File: config.mk
export PLATFORM = sky130hd
export DESIGN_NAME = uart_rx
export DESIGN_NICKNAME = d
export VERILOG_FILES = /design/src/rtl/uart_rx_pkg.sv /design/src/rtl/uart_rx_sync.sv /design/src/rtl/uart_rx.sv
export SDC_FILE = /design/constraint.sdc
export NUM_CORES = 1
export LEC_CHECK = 0
export ABC_AREA = 1
export ABC_CLOCK_PERIOD_IN_PS = 2940
export BUFFER_PORTS_ARGS = -buffer_cell sky130_fd_sc_hd__buf_2
export CAP_MARGIN = 25
export CORE_ASPECT_RATIO = 1.4
export CORE_UTILIZATION = 30
export DETAILED_ROUTE_END_ITERATION = 10
export PLACE_DENSITY = 0.51
export RECOVER_POWER = 25
export SLEW_MARGIN = 20
export SYNTH_ARGS = -nofsm -noshare
export SYNTH_HDL_FRONTEND = slang
export SYNTH_SLANG_ARGS = --single-unit
File: constraint.sdc
create_clock -name uart_clk -period 2.94 [get_ports uart_clk]
set_input_delay 0.588 -clock uart_clk [delete_from_list [all_inputs] [get_ports uart_clk]]
set_output_delay 0.588 -clock uart_clk [all_outputs]
set_load 0.01 [all_outputs]
File: src/rtl/uart_rx_pkg.sv
// Shared types, line-level constants and parity helper for the uart_rx receiver.
package uart_rx_pkg;

    localparam int unsigned MAX_DATA_WIDTH = 9;

    localparam logic START_BIT  = 1'b0;
    localparam logic STOP_BIT   = 1'b1;
    localparam logic IDLE_LEVEL = 1'b1;

    typedef enum logic [2:0] {
        IDLE,
        DATA,
        PARITY,
        STOP,
        WAIT_IDLE
    } rx_state_t;

    // Parity bit that makes the ones count over data+parity odd; zero-extension is harmless.
    function automatic logic odd_parity(input logic [MAX_DATA_WIDTH-1:0] data);
        return ~(^data);
    endfunction

endpackage

File: src/rtl/uart_rx_sync.sv
// Two-flop synchronizer for the asynchronous RX line; resets to the idle (high) level.
module uart_rx_sync
    import uart_rx_pkg::*;
(
    input  logic clk,
    input  logic rst,
    input  logic d,
    output logic q
);

    logic s1_q, s1_d;
    logic s2_q, s2_d;

    always_comb begin
        s1_d = d;
        s2_d = s1_q;
    end

    always_ff @(posedge clk) begin
        if (rst) begin
            s1_q <= IDLE_LEVEL;
            s2_q <= IDLE_LEVEL;
        end else begin
            s1_q <= s1_d;
            s2_q <= s2_d;
        end
    end

    assign q = s2_q;

endmodule

File: src/rtl/uart_rx.sv
// One-sample-per-bit UART receiver: start, DATA_WIDTH bits LSB-first, odd parity, stop.
// Optional parity enforcement is enabled by defining UART_RX_PARITY_CHECK_EN.
module uart_rx
    import uart_rx_pkg::*;
#(
    parameter int unsigned DATA_WIDTH = 8
) (
    input  logic                  uart_clk,
    input  logic                  rst,
    input  logic                  rx_in,
    output logic [DATA_WIDTH-1:0] rx_out,
    output logic                  rx_done
);

    localparam int unsigned CNT_W = $clog2(DATA_WIDTH);

    logic                  rxs;
    rx_state_t             state_q, state_d;
    logic [CNT_W-1:0]      cnt_q, cnt_d;
    logic [DATA_WIDTH-1:0] shift_q, shift_d;
    logic [DATA_WIDTH-1:0] rx_out_q, rx_out_d;
    logic                  rx_done_q, rx_done_d;
    logic                  frame_ok;

    uart_rx_sync u_sync (
        .clk (uart_clk),
        .rst (rst),
        .d   (rx_in),
        .q   (rxs)
    );

`ifdef UART_RX_PARITY_CHECK_EN
    logic parity_q, parity_d;

    always_comb begin
        parity_d = parity_q;
        if (state_q == PARITY) begin
            parity_d = rxs;
        end
    end

    always_ff @(posedge uart_clk) begin
        if (rst) begin
            parity_q <= 1'b0;
        end else begin
            parity_q <= parity_d;
        end
    end

    assign frame_ok = (parity_q == odd_parity(MAX_DATA_WIDTH'(shift_q)));
`else
    assign frame_ok = 1'b1;
`endif

    always_ff @(posedge uart_clk) begin
        if (rst) begin
            state_q   <= IDLE;
            cnt_q     <= '0;
            shift_q   <= '0;
            rx_out_q  <= '0;
            rx_done_q <= 1'b0;
        end else begin
            state_q   <= state_d;
            cnt_q     <= cnt_d;
            shift_q   <= shift_d;
            rx_out_q  <= rx_out_d;
            rx_done_q <= rx_done_d;
        end
    end

    always_comb begin
        state_d   = state_q;
        cnt_d     = cnt_q;
        shift_d   = shift_q;
        rx_out_d  = rx_out_q;
        rx_done_d = 1'b0;
        unique case (state_q)
            IDLE: begin
                if (rxs == START_BIT) begin
                    state_d = DATA;
                    cnt_d   = '0;
                end
            end
            DATA: begin
                shift_d = {rxs, shift_q[DATA_WIDTH-1:1]};
                cnt_d   = cnt_q + CNT_W'(1);
                if (cnt_q == CNT_W'(DATA_WIDTH - 1)) begin
                    state_d = PARITY;
                end
            end
            PARITY: begin
                state_d = STOP;
            end
            STOP: begin
                if (rxs == STOP_BIT) begin
                    state_d = IDLE;
                    if (frame_ok) begin
                        rx_out_d  = shift_q;
                        rx_done_d = 1'b1;
                    end
                end else begin
                    // Framing error: wait for the line to return high before hunting for a start bit.
                    state_d = WAIT_IDLE;
                end
            end
            WAIT_IDLE: begin
                if (rxs == IDLE_LEVEL) begin
                    state_d = IDLE;
                end
            end
            default: begin
                state_d = IDLE;
            end
        endcase
    end

    assign rx_out  = rx_out_q;
    assign rx_done = rx_done_q;

endmodule

==> impl_metrics.json <==
{
  "drv_cap": 0,
  "syn_to_final_growth_pct": 13.0,
  "finClkSkew_ns": 0.00628,
  "post_cts_buffers": 0,
  "grt_usage_pct": 11.6,
  "coreArea_mm2": 0.00294,
  "fillers": 324,
  "placed_cell_area_mm2": 0.00104,
  "fmax_mhz": 691,
  "synth.ff_latch_count": 25,
  "clk_pin_slew_ns": 0.08,
  "viasPerCell": 4.57,
  "drtIter0Drc": 14,
  "place.gp.congestion": 0.676,
  "die_y_um": 68.8,
  "hold_depth": 1,
  "synth_top_area_share_pct": 52.4,
  "start_util_pct": 32.6,
  "ys_warn_count": 0,
  "critPathArrivalTime_ns": 1.60,
  "status": "complete, no violations",
  "criticalPathCategory": "input port to flip-flop",
  "grt_overflow_total": 0,
  "drive_above_1_share_pct": 19.1,
  "ys_types": 19,
  "ir_drop_v": 0.000265,
  "hpwl_mm": 1.20,
  "seqCellArea_um2": 500,
  "reg2reg_from": "state_q[2]$_SDFFE_PP0P_",
  "io-pin-count": 12,
  "finalHoldViolations": 0,
  "power.density_mw_per_mm2": 530,
  "fin_crit_ns": 1.45,
  "vias": 768,
  "slew_violations": 0,
  "cts_resized": 0,
  "cts.sinks": 25,
  "dieWidth_um": 49.7,
  "syn_nets": 124,
  "path_max_fanout": 18,
  "wire_per_inst_um": 9.95,
  "dieArea_mm2": 0.00342,
  "layout_common_cells": "dfxtp_1, nand2_1, nor2_1",
  "hold_start": "u_sync.s1_q$_SDFF_PP1_",
  "netlist_area_um2": 956,
  "p_leak_nw": 0.448,
  "setup_viol": 0,
  "layout_commonest_cell": "dfxtp_1",
  "synthTopCellsByArea": "dfxtp_1, nand2_1, nor2_1",
  "min_path_type": "flip-flop to flip-flop",
  "port_buffers": 11,
  "final_nets": 137,
  "cts_tree": "done",
  "cts_buffers": 3,
  "rows": 23,
  "grt_antenna_before_repair": 0,
  "hold_buffers": 0,
  "place_ws_ns": 1.58,
  "clk-insertion-delay-late_ns": 0.26,
  "final_antenna_net_count": 0,
  "fin_tns_setup_ns": 0,
  "yosysTopAreaCell": "dfxtp_1",
  "relSlewSlack_pct": 49.6,
  "htreeDepth": 1,
  "required_ns": 3.09,
  "cts_buffer_depth": 2,
  "dr.pass1.iters": 4,
  "antenna_cells": 0,
  "grt_start_max_net_pins": 19,
  "grt_first_pass_wirelength_mm": 2.97,
  "finalPower_w": 0.000572,
  "yosysSeqAreaShare_pct": 52.4,
  "grt_pass1_vias": 725,
  "routed_wl_mm": 1.67,
  "cp-startpoint": "rst",
  "route.detailed.drc": 0,
  "end_kind": "flip-flop",
  "setup_ws_ns": 1.49,
  "worst_pin_slew_ns": 0.757,
  "fin_area_mm2": 0.00108,
  "reg2reg_depth": 5,
  "grt_setup_unrepaired": "no",
  "cts-root-buf": "clkbuf_8",
  "whs_ns": 0.420,
  "postSynthAreaPerCell_um2": 8.03,
  "startpoint_type": "input port",
  "multi_input_area_um2": 388,
  "syn_inst": 119,
  "period_share_pct": 49.2
}
==> state kept, by name, indices dropped and copies added, names as in the netlist <==
signal and flops:
rx_out 8, shift_q 8, cnt_q 3, state_q 3, rx_done 1, u_sync.q 1
u_sync.s1_q 1
==> per-stage QoR <==
stage / std cells / utilization, %
final: 168 / 36.8
after global routing: 168 / 36.8
after CTS: 168 / 36.8
after global placement: 164 / 35.3
after floorplan: 119 / -
after detailed placement: 164 / 35.3
==> logic make-up after synthesis <==
group / share of synthesized area [%]
and+or+nand+nor: 25.4
adders and majority gates: 2.62
AOI/OAI and AO/OA: 12.6
buffers and inverters: 7.07
DFF: 52.4
==> Yosys cell counts, drive strengths merged <==
cell and n:
or2 2, nand3 6, dfxtp 25, nand2 25, nor2 21, clkinv 1, o211ai 1, ha 2
o21ai 8, buf 3, nand4 2, inv 10, a21oi 13
==> report_power, final <==
group,internal [W],switching [W],leakage (nW)
combinational,0.00000946,0.0000210,0.223
sequential,0.000344,0.00000381,0.202
clock,0.0000966,0.0000976,0.0228
total,0.000450,0.000122,0.448
==> layout make-up <==
| cell class | instances | share of cell area [%] |
|---|---|---|
| well taps | 37 | 4.29 |
| flip-flops and latches | 25 | 46.3 |
| repair buffers | 11 | 4.98 |
| clock buffers | 4 | 4.17 |
| multi-input cells | 80 | 35.9 |
| inverters | 11 | 4.29 |
==> metal layers <==
| layer | vias up | GRT usage (%) | routed length (µm) |
|---|---|---|---|
| li1 | 407 | - | - |
| met5 | - | 0 | 0 |
| met3 | 2 | 2.19 | 54 |
| met1 | 348 | 11.7 | 779 |
| met2 | 11 | 21.1 | 814 |
| met4 | 0 | 8.93 | 23 |
==> worst paths after layout <==
path,endpoint,slack [ns]
worst max register to register,cnt_q[1]$_SDFFE_PP0P_,1.67
worst min-delay path,u_sync.q$_SDFF_PP1_,0.42
worst max-delay path,rx_out[0]$_SDFFE_PP0P_,1.49
worst min register to register,u_sync.q$_SDFF_PP1_,0.42
==> worst max-delay path, cell delays in order <==
cell and delay [ns]:
clkbuf_1 0.56, inv_1 0.25, o21ai_0 0.15, nor2_1 0.05
Note: power is estimated with default switching activity, not from simulation.
